--- src/rtl/alarm_setter.sv ---
// Alarm setter: user-input front end for the BCD time-of-day clock.
//
// Debounces two raw active-low push-buttons, steps the set-mode state machine
// (run / set hour / set minute / set second) and holds the editable alarm time
// as packed BCD. A held increment key auto-repeats, and an idle timeout drops
// back to run mode.
//
// Ports:
//   clk          system clock
//   rst_n        synchronous active-low reset
//   key_mode     raw mode button, active-low, asynchronous to clk
//   key_inc      raw increment button, active-low, asynchronous to clk
//   key_b        mode to clock block: 00 run, 01 set hour, 10 set minute, 11 set second
//   alarm_hour   alarm hour, BCD 00-23
//   alarm_minute alarm minute, BCD 00-59
//   alarm_second alarm second, BCD 00-59
//   mode_pulse   one-cycle strobe on each accepted mode press
module alarm_setter #(
   parameter logic [19:0] DEB_CYCLES    = 20'd500000,
   parameter logic [23:0] REPEAT_DELAY  = 24'd10000000,
   parameter logic [23:0] REPEAT_PERIOD = 24'd2500000,
   parameter logic [27:0] IDLE_TIMEOUT  = 28'd250000000,
   parameter logic [7:0]  RST_HOUR      = 8'h07,
   parameter logic [7:0]  RST_MINUTE    = 8'h00
) (
   input  logic       clk,
   input  logic       rst_n,
   input  logic       key_mode,
   input  logic       key_inc,
   output logic [1:0] key_b,
   output logic [7:0] alarm_hour,
   output logic [7:0] alarm_minute,
   output logic [7:0] alarm_second,
   output logic       mode_pulse
);

   typedef enum logic [1:0] {
      StRun  = 2'b00,
      StSetH = 2'b01,
      StSetM = 2'b10,
      StSetS = 2'b11
   } mode_e;

   // Bit 0 carries the mode key, bit 1 the increment key.
   logic [1:0]  sync1_q, sync1_d;
   logic [1:0]  sync2_q, sync2_d;
   logic [1:0]  deb_q, deb_d;
   logic [1:0]  press_q, press_d;
   logic [19:0] deb_mode_cnt_q, deb_mode_cnt_d;
   logic [19:0] deb_inc_cnt_q, deb_inc_cnt_d;

   logic [23:0] rep_cnt_q, rep_cnt_d;
   logic        rep_run_q, rep_run_d;
   logic [27:0] idle_cnt_q, idle_cnt_d;

   mode_e       state_q, state_d;
   logic [7:0]  hour_q, hour_d;
   logic [7:0]  minute_q, minute_d;
   logic [7:0]  second_q, second_d;
   logic        mode_pulse_q, mode_pulse_d;

   logic        mode_press, inc_press;
   logic        rep_active, rep_tick, inc_evt, any_evt, timeout;

   // One debounce step: returns {next level, next count}. The level only
   // follows the synced input after DEB_CYCLES consecutive differing samples.
   function automatic logic [20:0] deb_next(input logic sync, input logic lvl,
                                            input logic [19:0] cnt);
      logic        lvl_n;
      logic [19:0] cnt_n;
      lvl_n = lvl;
      cnt_n = 20'd0;
      if (sync != lvl) begin
         if (cnt >= DEB_CYCLES - 20'd1) begin
            lvl_n = sync;
         end else begin
            cnt_n = cnt + 20'd1;
         end
      end
      return {lvl_n, cnt_n};
   endfunction

   // BCD increment with wrap at `top`; values at or above `top` wrap to 00.
   function automatic logic [7:0] bcd_inc(input logic [7:0] val, input logic [7:0] top);
      logic [7:0] res;
      if (val >= top) begin
         res = 8'h00;
      end else if (val[3:0] >= 4'd9) begin
         res = {val[7:4] + 4'd1, 4'd0};
      end else begin
         res = {val[7:4], val[3:0] + 4'd1};
      end
      return res;
   endfunction

   // Synchronisers, debouncers and press detection.
   always_comb begin
      sync1_d = {key_inc, key_mode};
      sync2_d = sync1_q;
      {deb_d[0], deb_mode_cnt_d} = deb_next(sync2_q[0], deb_q[0], deb_mode_cnt_q);
      {deb_d[1], deb_inc_cnt_d}  = deb_next(sync2_q[1], deb_q[1], deb_inc_cnt_q);
      // Registered 1->0 edge of the debounced level.
      press_d = deb_q & ~deb_d;
   end

   assign mode_press = press_q[0];
   assign inc_press  = press_q[1];

   // Auto-repeat: first tick REPEAT_DELAY cycles after the press, then every
   // REPEAT_PERIOD. rep_run_q marks that the initial delay has elapsed.
   always_comb begin
      rep_active = (deb_q[1] == 1'b0) && (state_q != StRun);
      rep_tick   = rep_active &&
                   (rep_run_q ? (rep_cnt_q == REPEAT_PERIOD) : (rep_cnt_q == REPEAT_DELAY));
      inc_evt    = inc_press | rep_tick;
      any_evt    = mode_press | inc_press | rep_tick;
      timeout    = (IDLE_TIMEOUT != 28'd0) && (state_q != StRun) && !any_evt &&
                   (idle_cnt_q == IDLE_TIMEOUT - 28'd1);

      rep_cnt_d = rep_cnt_q + 24'd1;
      rep_run_d = rep_run_q;
      if (!rep_active || mode_press || timeout) begin
         rep_cnt_d = 24'd0;
         rep_run_d = 1'b0;
      end else if (rep_tick) begin
         rep_cnt_d = 24'd1;
         rep_run_d = 1'b1;
      end

      // Only counts in a set mode; any key activity restarts it.
      idle_cnt_d = idle_cnt_q + 28'd1;
      if (IDLE_TIMEOUT == 28'd0 || state_q == StRun || any_evt || timeout) begin
         idle_cnt_d = 28'd0;
      end
   end

   // Mode FSM and alarm field update. A mode press takes priority over a
   // coincident increment, which is dropped.
   always_comb begin
      state_d      = state_q;
      hour_d       = hour_q;
      minute_d     = minute_q;
      second_d     = second_q;
      mode_pulse_d = 1'b0;
      if (mode_press) begin
         mode_pulse_d = 1'b1;
         unique case (state_q)
            StRun:  state_d = StSetH;
            StSetH: state_d = StSetM;
            StSetM: state_d = StSetS;
            StSetS: state_d = StRun;
            default: state_d = StRun;
         endcase
      end else if (timeout) begin
         state_d = StRun;
      end else if (inc_evt) begin
         unique case (state_q)
            StSetH: hour_d   = bcd_inc(hour_q, 8'h23);
            StSetM: minute_d = bcd_inc(minute_q, 8'h59);
            StSetS: second_d = bcd_inc(second_q, 8'h59);
            default: ;
         endcase
      end
   end

   always_ff @(posedge clk) begin
      if (!rst_n) begin
         sync1_q        <= 2'b11;
         sync2_q        <= 2'b11;
         deb_q          <= 2'b11;
         press_q        <= 2'b00;
         deb_mode_cnt_q <= 20'd0;
         deb_inc_cnt_q  <= 20'd0;
         rep_cnt_q      <= 24'd0;
         rep_run_q      <= 1'b0;
         idle_cnt_q     <= 28'd0;
         state_q        <= StRun;
         hour_q         <= RST_HOUR;
         minute_q       <= RST_MINUTE;
         second_q       <= 8'h00;
         mode_pulse_q   <= 1'b0;
      end else begin
         sync1_q        <= sync1_d;
         sync2_q        <= sync2_d;
         deb_q          <= deb_d;
         press_q        <= press_d;
         deb_mode_cnt_q <= deb_mode_cnt_d;
         deb_inc_cnt_q  <= deb_inc_cnt_d;
         rep_cnt_q      <= rep_cnt_d;
         rep_run_q      <= rep_run_d;
         idle_cnt_q     <= idle_cnt_d;
         state_q        <= state_d;
         hour_q         <= hour_d;
         minute_q       <= minute_d;
         second_q       <= second_d;
         mode_pulse_q   <= mode_pulse_d;
      end
   end

   assign key_b        = state_q;
   assign alarm_hour   = hour_q;
   assign alarm_minute = minute_q;
   assign alarm_second = second_q;
   assign mode_pulse   = mode_pulse_q;

endmodule

--- config.mk ---
export PLATFORM = sky130hd
export DESIGN_NAME = alarm_setter
export DESIGN_NICKNAME = d
export VERILOG_FILES = /design/src/rtl/alarm_setter.sv
export SDC_FILE = /design/constraint.sdc
export NUM_CORES = 1
export LEC_CHECK = 0
export ABC_CLOCK_PERIOD_IN_PS = 2850
export BUFFER_PORTS_ARGS = -buffer_cell sky130_fd_sc_hd__buf_2
export CAP_MARGIN = 30
export CELL_PAD_IN_SITES_DETAIL_PLACEMENT = 1
export CELL_PAD_IN_SITES_GLOBAL_PLACEMENT = 1
export CORE_MARGIN = 5
export CORE_UTILIZATION = 49
export CTS_BUF_LIST = sky130_fd_sc_hd__clkbuf_4 sky130_fd_sc_hd__clkbuf_8
export CTS_CLUSTER_SIZE = 28
export DETAILED_ROUTE_END_ITERATION = 10
export GPL_TIMING_DRIVEN = 0
export PLACE_DENSITY_LB_ADDON = 0.1
export SETUP_SLACK_MARGIN = 0.02
export SKIP_CTS_REPAIR_TIMING = 1
export SYNTH_ARGS = -nofsm -noshare
export SYNTH_HDL_FRONTEND = slang
export SYNTH_SLANG_ARGS = --single-unit
--- constraint.sdc ---
create_clock -name clk -period 2.85 [get_ports clk]
set_input_delay 0.57 -clock clk [delete_from_list [all_inputs] [get_ports clk]]
set_output_delay 0.57 -clock clk [all_outputs]
set_load 0.1 [all_outputs]
==> results of run 1 <==
-- worst max-delay path, cell delays in order, from the launching register on --
cell,delay (ps)
dfxtp_1,360
ha_1,220
and4_1,270
nor2b_1,470
nand4_1,290
a2111o_1,510
nand4_4,200
buf_6,170
nor2_1,60
-- placed cells by master (no fill, tap or decap), drive strengths merged, types with 9 or more instances in the layout --
master	synthesis	final
dfxtp	128	128
nor2	121	121
nand2	53	53
xor2	53	53
nand3	46	46
buf	5	35
clkbuf	8	33
xnor2	29	29
inv	25	25
ha	24	24
nand4	22	22
and3	16	16
nor3	10	10
and4	9	9
a21oi	9	9
nor4	9	9
-- cell type report --
type | count | area share (%)
repair buffers | 31 | 2.366
clock inverters | 6 | 1.260
well taps | 143 | 2.729
flip-flops and latches | 128 | 39.12
multi-input cells | 492 | 47.46
clock buffers | 24 | 4.656
inverters | 26 | 1.489
plain buffers | 13 | 0.9160
-- worst max-delay path by stage --
stage                 endpoint  slack [ps]  cells past startpoint            start
6_report         rep_cnt_q[23]         180                      8    idle_cnt_q[0]
5_1_grt          rep_cnt_q[23]          30                      8    idle_cnt_q[0]
4_1_cts          alarm_hour[2]          30                      8         key_b[0]
3_5_place_dp     alarm_hour[2]          20                      8         key_b[0]
3_3_place_gp     alarm_hour[5]         120                      8         key_b[0]
2_1_floorplan  alarm_minute[6]         140                      7  alarm_minute[1]
-- registers in the layout, summed over array words and instances (netlist names), 8 cells and up --
name / count
alarm_hour: 8
alarm_minute: 8
alarm_second: 8
deb_inc_cnt_q: 20
deb_mode_cnt_q: 20
idle_cnt_q: 28
rep_cnt_q: 24
-- per-layer routing --
layer	up-vias	part of all wire, %	global-route usage (%)
met5	-	0	0
li1	2368	-	-
met4	0	1.0	5.576
met3	10	2.8	6.730
met2	44	49	33.95
met1	2313	48	25.21
-- cells in the mapped netlist (3+ instances only) --
cell	number	area, um^2
nor2b_1	7	43.79
a21oi_1	9	45.04
clkbuf_1	8	30.03
nor4_1	9	56.30
nand4b_1	6	52.55
dfxtp_1	128	2562
mux2i_1	3	30.03
nor2_1	121	454.2
o22ai_1	5	31.28
xnor2_1	29	254.0
inv_1	25	93.84
and4_1	9	78.83
o21ai_0	7	35.03
nor3b_1	4	30.03
nand4_1	21	131.4
and2_1	5	31.28
ha_1	24	300.3
nor4b_1	6	52.55
a31o_2	3	26.28
a211oi_1	3	22.52
nand3_1	44	220.2
and3_1	16	100.1
xor2_1	53	464.2
nand2b_1	4	25.02
buf_2	3	15.01
o211ai_1	3	22.52
nor3_1	10	50.05
nand2_1	53	198.9
-- where the power goes --
group          switching (W)  internal, W
clock network       0.000678     0.000871
logic              0.0000285    0.0000109
registers         0.00000445      0.00179
total               0.000711      0.00268
-- stage by stage --
| step | setup slack, ps | cell area (um^2) | power (W) | instances |
|---|---|---|---|---|
| after detailed placement | 16.65 | 6157 | 0.001878 | 832 |
| final | 177.5 | 6556 | 0.003387 | 863 |
| after CTS | 26.06 | 6545 | 0.003416 | 862 |
| after floorplan | 136.2 | 5828 | 0.001863 | 659 |
| after global routing | 25.27 | 6556 | 0.003525 | 863 |
| after global placement | 117.0 | 6157 | 0.001877 | 832 |
-- cell families after synthesis --
group	synth area share (%)
other	0.06441
adder cells (fa/ha/maj)	5.158
flip-flops	44.01
XOR/XNOR	12.34
multiplexers	0.5158
AO/OA/AOI/OAI	6.663
AND/OR/NAND/NOR	28.54
buffers and inverters	2.708
==> impl_metrics.tcl, run 1 <==
set metrics [dict create \
    worstPathMaxFanout 10 \
    crit_path_start_kind "flip-flop" \
    nFillCells 1377 \
    final_net_count 737 \
    synthArstFlopShare_pct 0 \
    ys_warn_count 0 \
    vias_per_cell 5.487 \
    die-height_um 119 \
    fp.dieArea_um2 14160 \
    timing.slew.headroom_pct 37.14 \
    required_ps 3190 \
    grt_max_degree 17 \
    yosysSeqAreaShare_pct 44.01 \
    clockRootBuffer "clkbuf_8" \
    power.leakage_nw 2.346 \
    drv_cap 0 \
    cts.clk_slew.worst_paths_ps 70 \
    wirelength_um 13860 \
    rr_worst_depth 8 \
    max_freq_ghz 0.3742 \
    multiInputGateArea_um2 3112 \
    cts.sinks 128 \
    drt_first_pass_iters 5 \
    die_x_um 119 \
    synth_ff_type "dfxtp_1" \
    vdd_drop_max_mv 0.3523 \
    drtIter0Drc 202 \
    p_per_area_nw_per_um2 516.6 \
    grt_overflow 0 \
    ff_latch_area_um2 2565 \
    min_period_ps 2673 \
    end_kind "flip-flop" \
    finClkSkew_ps 9.211 \
    r2r-end "rep_cnt_q[23]" \
    grt_pass1_vias 4910 \
    hold_viol 0 \
    setup_violations 0 \
    r2r_slack_ps 180 \
    synth_area_per_cell_um2 8.848 \
    initial_core_util_pct 50.55 \
    drive_gt1_share_pct 10.97 \
    synthDistinctLibCells 60 \
    clk_latency_ps 450 \
    synth_cells 658 \
    hold_end "sync1_q[0]" \
    cts_htree_levels 4 \
    hold-worst-slack_ps 301.0 \
    area_growth_pct 12.62 \
    rsz0062_at_grt "false" \
    numCtsBuffers 17 \
    io_pins 31 \
    tightest_slew_ps 937.2 \
    path_class "reg2reg" \
    coreArea_um2 11520 \
    globalRouteTotalUtil_pct 20.34 \
    r2r-start "idle_cnt_q[0]" \
    grt_pass1_wl_um 23570 \
    vias 4735 \
    status "completed" \
    wl_per_cell_um 16.06 \
    portBuffers 30 \
    clockBufferDepth 2 \
    utilization_pct 56.93 \
    antennaDiodeCount 0 \
    min_path_cells 2 \
    report.final.slew_viol_count 0 \
    finalCritPeriodShare_pct 93.77 \
    setup_tns_ps 0 \
    synth_edf_count 0 \
    antenna_left 0 \
    worstHoldStart "key_mode" \
    dp_hpwl_um 10140 \
    synth_area_um2 5822 \
    hold_class "in2reg" \
    rows 39 \
    cts_tree "built" \
    synth_seq_cells 128 \
    drc_errors 0 \
    antenna_found_initial 0 \
    arrival_ps 3010 \
    place.gp.congestion 0.7979 \
]
Note: power is estimated with default switching activity, not from simulation.
==> inputs of run 2 (changes only) <==
--- a/config.mk
+++ b/config.mk
@@ -10,9 +10,10 @@
 export CAP_MARGIN = 30
 export CELL_PAD_IN_SITES_DETAIL_PLACEMENT = 1
 export CELL_PAD_IN_SITES_GLOBAL_PLACEMENT = 1
+export CORE_ASPECT_RATIO = 0.75
 export CORE_MARGIN = 5
 export CORE_UTILIZATION = 49
-export CTS_BUF_LIST = sky130_fd_sc_hd__clkbuf_4 sky130_fd_sc_hd__clkbuf_8
+export CTS_BUF_LIST = sky130_fd_sc_hd__clkbuf_2
 export CTS_CLUSTER_SIZE = 28
 export DETAILED_ROUTE_END_ITERATION = 10
 export GPL_TIMING_DRIVEN = 0
==> constraint.sdc (replaced) <==
create_clock -name clk -period 2.85 [get_ports clk]
set_input_delay 0.1425 -clock clk [delete_from_list [all_inputs] [get_ports clk]]
set_output_delay 0.1425 -clock clk [all_outputs]
set_load 0.1 [all_outputs]
==> impl_metrics.tcl, run 2 (synthesis results as in run 1) <==
set metrics [dict create \
    finalCritPeriodShare_pct 94.06 \
    clockRootBuffer "clkbuf_2" \
    r2r-start "idle_cnt_q[0]" \
    drv_cap 0 \
    clk_latency_ps 650 \
    dp_hpwl_um 9915 \
    die_x_um 135.9 \
    coreArea_um2 11610 \
    min_path_cells 3 \
    initial_core_util_pct 50.13 \
    layout_commonest_cell "dfxtp_1" \
    nFillCells 1436 \
    vdd_drop_max_mv 0.1884 \
    hold_class "in2reg" \
    cts_htree_levels 4 \
    drc_errors 0 \
    numCtsBuffers 17 \
    wirelength_um 13350 \
    grt_pass1_wl_um 23470 \
    drtIter0Drc 200 \
    area_growth_pct 9.349 \
    swShare_pct 24.70 \
    antenna_found_initial 0 \
    fp.dieArea_um2 14180 \
    status "completed" \
    required_ps 3390 \
    antenna_left 0 \
    place.gp.congestion 0.7851 \
    min_period_ps 2681 \
    portBuffers 30 \
    antennaDiodeCount 0 \
    clockBufferDepth 2 \
    clock_power_share_pct 31.0 \
    place_area_um2 6181 \
    grt_max_degree 17 \
    grt-busiest-layer "met2" \
    net-switching-power_w 0.0006598 \
    path_class "reg2reg" \
    power.leakage_nw 2.260 \
    vias_per_cell 5.400 \
    setup_violations 0 \
    finish.instance_area_um2 6366 \
    largest_register "idle_cnt_q" \
    final_net_count 740 \
    worstHoldStart "key_mode" \
    rsz0062_at_grt "false" \
    hold_end "sync1_q[0]" \
    crit_slowest_cell "a2111o_1" \
    rows 34 \
    globalRouteTotalUtil_pct 19.95 \
    cts.sinks 128 \
    tightest_slew_ps 912.1 \
    cpPeakStageDelay_ps 520 \
    wl_per_cell_um 15.12 \
    grt_pass1_vias 5049 \
    r2r-end "rep_cnt_q[19]" \
    report.final.slew_viol_count 0 \
    top_regs "idle_cnt_q (28), rep_cnt_q (24)" \
    drive_gt1_share_pct 10.54 \
    finClkSkew_ps 26.10 \
    io_pins 31 \
    grt_overflow 0 \
    timing.slew.headroom_pct 38.82 \
    worstPathMaxFanout 10 \
    vias 4768 \
    arrival_ps 3220 \
    crit_chain "ha_1, and4_1, nor2b_1, nand4_1, a2111o_1, nand4_4, buf_6, nor2_1" \
    cts_tree "built" \
    p_comb_share_pct 1.6 \
    drt_first_pass_iters 5 \
    hold_viol 0 \
    grt_util_met1_pct 25.49 \
    cts.clk_slew.worst_paths_ps 170 \
    die-height_um 104.4 \
    r2r_slack_ps 170 \
    end_kind "flip-flop" \
    grt_util_met2_pct 33.56 \
    p_per_area_nw_per_um2 419.6 \
    internal-power_w 0.002012 \
    grtUsageMet3_pct 5.368 \
    crit_path_start_kind "flip-flop" \
    rr_worst_depth 8 \
    layout_common_cells "dfxtp_1, nor2_1, nand2_1, xor2_1, nand3_1" \
    largest_reg_flops 28 \
    setup_tns_ps 0 \
    pwr-share-seq_pct 67.4 \
    max_freq_ghz 0.3730 \
]
## run 2: worst max-delay path by stage
stage,endpoint,cells after the start,startpoint
floorplan,alarm_minute[6],7,alarm_minute[1]
global placement,deb_mode_cnt_q[17],8,deb_mode_cnt_q[0]
detailed placement,alarm_hour[4],8,key_b[0]
CTS,deb_mode_cnt_q[13],8,deb_mode_cnt_q[0]
global route,deb_inc_cnt_q[11],8,deb_inc_cnt_q[0]
finish,rep_cnt_q[19],8,idle_cnt_q[0]
## run 2: power by group through the flow
| stage | logic, W | registers (W) | clock network [W] |
|---|---|---|---|
| floorplan | 0.0000245 | 0.00184 | 0 |
| global placement | 0.0000385 | 0.00184 | 0 |
| detailed placement | 0.0000389 | 0.00184 | 0 |
| CTS | 0.0000392 | 0.00180 | 0.000870 |
| global route | 0.0000474 | 0.00180 | 0.000956 |
| finish | 0.0000425 | 0.00180 | 0.000827 |
## run 2: layer usage
| layer | wire length, um | part of all wire (%) |
|---|---|---|
| met1 | 6427 | 48 |
| met4 | 113 | 0.85 |
| met2 | 6411 | 48 |
| met5 | 0 | 0 |
| met3 | 401 | 3.0 |
## run 2: area by class of cell
class | count | area, um^2 | area share, %
multi-input cells | 492 | 3112 | 48.88
inverters | 26 | 97.59 | 1.533
clock buffers | 19 | 95.09 | 1.494
flip-flops and latches | 128 | 2565 | 40.29
well taps | 162 | 202.7 | 3.184
clock inverters | 9 | 48.80 | 0.7665
repair buffers | 34 | 185.2 | 2.909
plain buffers | 13 | 60.06 | 0.9434
## run 2: critical path, delay by kind of cell, from the launching register on
family / cells / cell delay (ps)
AOI/OAI and AO/OA: 1 / 520
adders and majority gates: 1 / 220
buffers and inverters: 1 / 170
DFF: 1 / 390
and+or+nand+nor: 5 / 1270
## run 2: stage by stage
step	total power, W	instances	worst slack [ps]	utilization (%)	hold WS [ps]
floorplan	0.001863	659	136.2	-	244.0
global placement	0.001877	851	166.0	53.22	339.1
detailed placement	0.001878	851	68.10	53.22	331.7
CTS	0.002711	879	50.29	54.46	-397.2
global route	0.002808	883	37.27	54.82	151.3
finish	0.002671	883	169.4	54.82	223.8
==> inputs of run 3 (changes only) <==
--- a/config.mk
+++ b/config.mk
@@ -6,16 +6,16 @@
 export NUM_CORES = 1
 export LEC_CHECK = 0
 export ABC_CLOCK_PERIOD_IN_PS = 2850
-export BUFFER_PORTS_ARGS = -buffer_cell sky130_fd_sc_hd__buf_2
 export CAP_MARGIN = 30
 export CELL_PAD_IN_SITES_DETAIL_PLACEMENT = 1
 export CELL_PAD_IN_SITES_GLOBAL_PLACEMENT = 1
 export CORE_ASPECT_RATIO = 0.75
 export CORE_MARGIN = 5
-export CORE_UTILIZATION = 49
+export CORE_UTILIZATION = 51
 export CTS_BUF_LIST = sky130_fd_sc_hd__clkbuf_2
 export CTS_CLUSTER_SIZE = 28
 export DETAILED_ROUTE_END_ITERATION = 10
+export DONT_BUFFER_PORTS = 1
 export GPL_TIMING_DRIVEN = 0
 export PLACE_DENSITY_LB_ADDON = 0.1
 export SETUP_SLACK_MARGIN = 0.02
==> impl_metrics.tcl, run 3 (synthesis results as in run 1) <==
set metrics [dict create \
    clk_latency_ps 740 \
    antenna_found_initial 1 \
    grt_max_degree 17 \
    net-switching-power_w 0.0008062 \
    vias_per_cell 6.081 \
    drtIter0Drc 385 \
    largest_register "idle_cnt_q" \
    layout_common_cells "dfxtp_1, nor2_1, nand2_1, xor2_1, nand3_1" \
    place.gp.congestion 0.7747 \
    dp_hpwl_um 10860 \
    p_per_area_nw_per_um2 445.4 \
    hold-worst-slack_ps 28.90 \
    finClkSkew_ps 42.15 \
    clock_power_share_pct 40.4 \
    crit_path_start_kind "flip-flop" \
    antenna_left 0 \
    layout_commonest_cell "dfxtp_1" \
    clockRootBuffer "clkbuf_2" \
    worstHoldStart "key_mode" \
    grt_pass1_vias 5206 \
    internal-power_w 0.002295 \
    finalCritPeriodShare_pct 102.7 \
    hold_viol 0 \
    cts_htree_levels 4 \
    finish.instance_area_um2 6962 \
    violations "setup timing" \
    p_comb_share_pct 1.4 \
    drc_errors 0 \
    rows 33 \
    setup.worst_path.start "key_b[0]" \
    swShare_pct 26.00 \
    worst_slack_ps -77.77 \
    initial_core_util_pct 52.61 \
    wl_per_cell_um 22.13 \
    fp.dieArea_um2 13670 \
    cts_tree "built" \
    hold_end "sync1_q[0]" \
    grt_pass1_wl_um 25720 \
    r2r_slack_ps -80 \
    hold_class "in2reg" \
    arrival_ps 3570 \
    crit_slowest_cell "dfxtp_4" \
    cp.depth 8 \
    globalRouteTotalUtil_pct 23.34 \
    power.leakage_nw 2.420 \
    top_regs "idle_cnt_q (28), rep_cnt_q (24)" \
    timing.slew.headroom_pct 30.05 \
    pwr-share-seq_pct 58.2 \
    place_area_um2 6509 \
    cts.sinks 128 \
    setup_violations 6 \
    vias 5224 \
    cts.clk_slew.worst_paths_ps 240 \
    drive_gt1_share_pct 11.27 \
    crit_chain "inv_1, ha_1, nor2_4, and4_2, a2bb2oi_4, a2111o_1, nand3_1, a21oi_1" \
    coreArea_um2 11070 \
    rr_worst_depth 8 \
    grt_overflow 0 \
    critPathTopFamily "compound AO/OA/AOI/OAI gates" \
    drv_cap 0 \
    end_kind "flip-flop" \
    nFillCells 1257 \
    report.final.slew_viol_count 0 \
    r2r-end "rep_run_q" \
    worstPathMaxFanout 7 \
    r2r-start "key_b[0]" \
    path_buf_inv 1 \
    final_net_count 734 \
    largest_reg_flops 28 \
    setup_tns_ps -211.3 \
    path_class "reg2reg" \
    antennaDiodeCount 0 \
    portBuffers 0 \
    numCtsBuffers 17 \
    clockBufferDepth 2 \
    min_path_cells 2 \
    drt_first_pass_iters 5 \
    tightest_slew_ps 1048 \
    vdd_drop_max_mv 0.2739 \
    min_period_ps 2928 \
    max_freq_ghz 0.3416 \
    die-height_um 102.5 \
    required_ps 3490 \
    wirelength_um 19010 \
    io_pins 31 \
    cpPeakStageDelay_ps 640 \
    area_growth_pct 19.58 \
    die_x_um 133.4 \
    status "finished with violations" \
]
-- run 3: cell count changes in the layout (fill, tap and decap cells not counted), sizes merged --
cell	delta
clkinv	+1
buf	-5
bufinv	+3
inv	+2
clkbuf	-3
-- run 3: how the worst max path moves through the flow --
stage	end	slack [ps]
final	rep_run_q	-80
after global routing	rep_run_q	-150
after CTS	alarm_hour[2]	-550
after detailed placement	alarm_hour[4]	-470
after global placement	alarm_second[6]	-250
after floorplan	alarm_minute[6]	140
-- run 3: metrics by stage --
step	util [%]	setup WS [ps]	instances	power (W)
2_1_floorplan	-	136.2	659	0.001863
3_3_place_gp	54.25	-253.0	799	0.001874
3_5_place_dp	58.82	-473.0	820	0.001876
4_1_cts	61.10	-549.7	852	0.003070
5_1_grt	62.91	-150.4	859	0.003189
6_report	62.91	-77.77	859	0.003101
-- run 3: final cells by class --
cell class / count / area (um^2) / share of cell area (%)
clock buffers: 17 / 85.08 / 1.222
plain buffers: 13 / 60.06 / 0.8627
flip-flops and latches: 128 / 2570 / 36.92
clock inverters: 15 / 167.7 / 2.408
repair buffers: 28 / 645.6 / 9.274
well taps: 140 / 175.2 / 2.516
multi-input cells: 492 / 3161 / 45.40
inverters: 26 / 97.59 / 1.402
-- run 3: power by group through the flow --
| stage | clock (W) | combinational, W | sequential, W |
|---|---|---|---|
| 6_report | 0.00125 | 0.0000449 | 0.00180 |
| 5_1_grt | 0.00134 | 0.0000480 | 0.00181 |
| 3_3_place_gp | 0 | 0.0000338 | 0.00184 |
| 2_1_floorplan | 0 | 0.0000245 | 0.00184 |
| 3_5_place_dp | 0 | 0.0000357 | 0.00184 |
| 4_1_cts | 0.00123 | 0.0000362 | 0.00180 |
-- run 3: metal layers --
| layer | share of wire, % | global-route usage [%] | vias to the layer above |
|---|---|---|---|
| met3 | 5.5 | 5.902 | 80 |
| met1 | 42 | 28.69 | 2571 |
| met5 | 0.26 | 0 | - |
| li1 | - | - | 2375 |
| met4 | 4.1 | 9.565 | 2 |
| met2 | 48 | 39.86 | 196 |
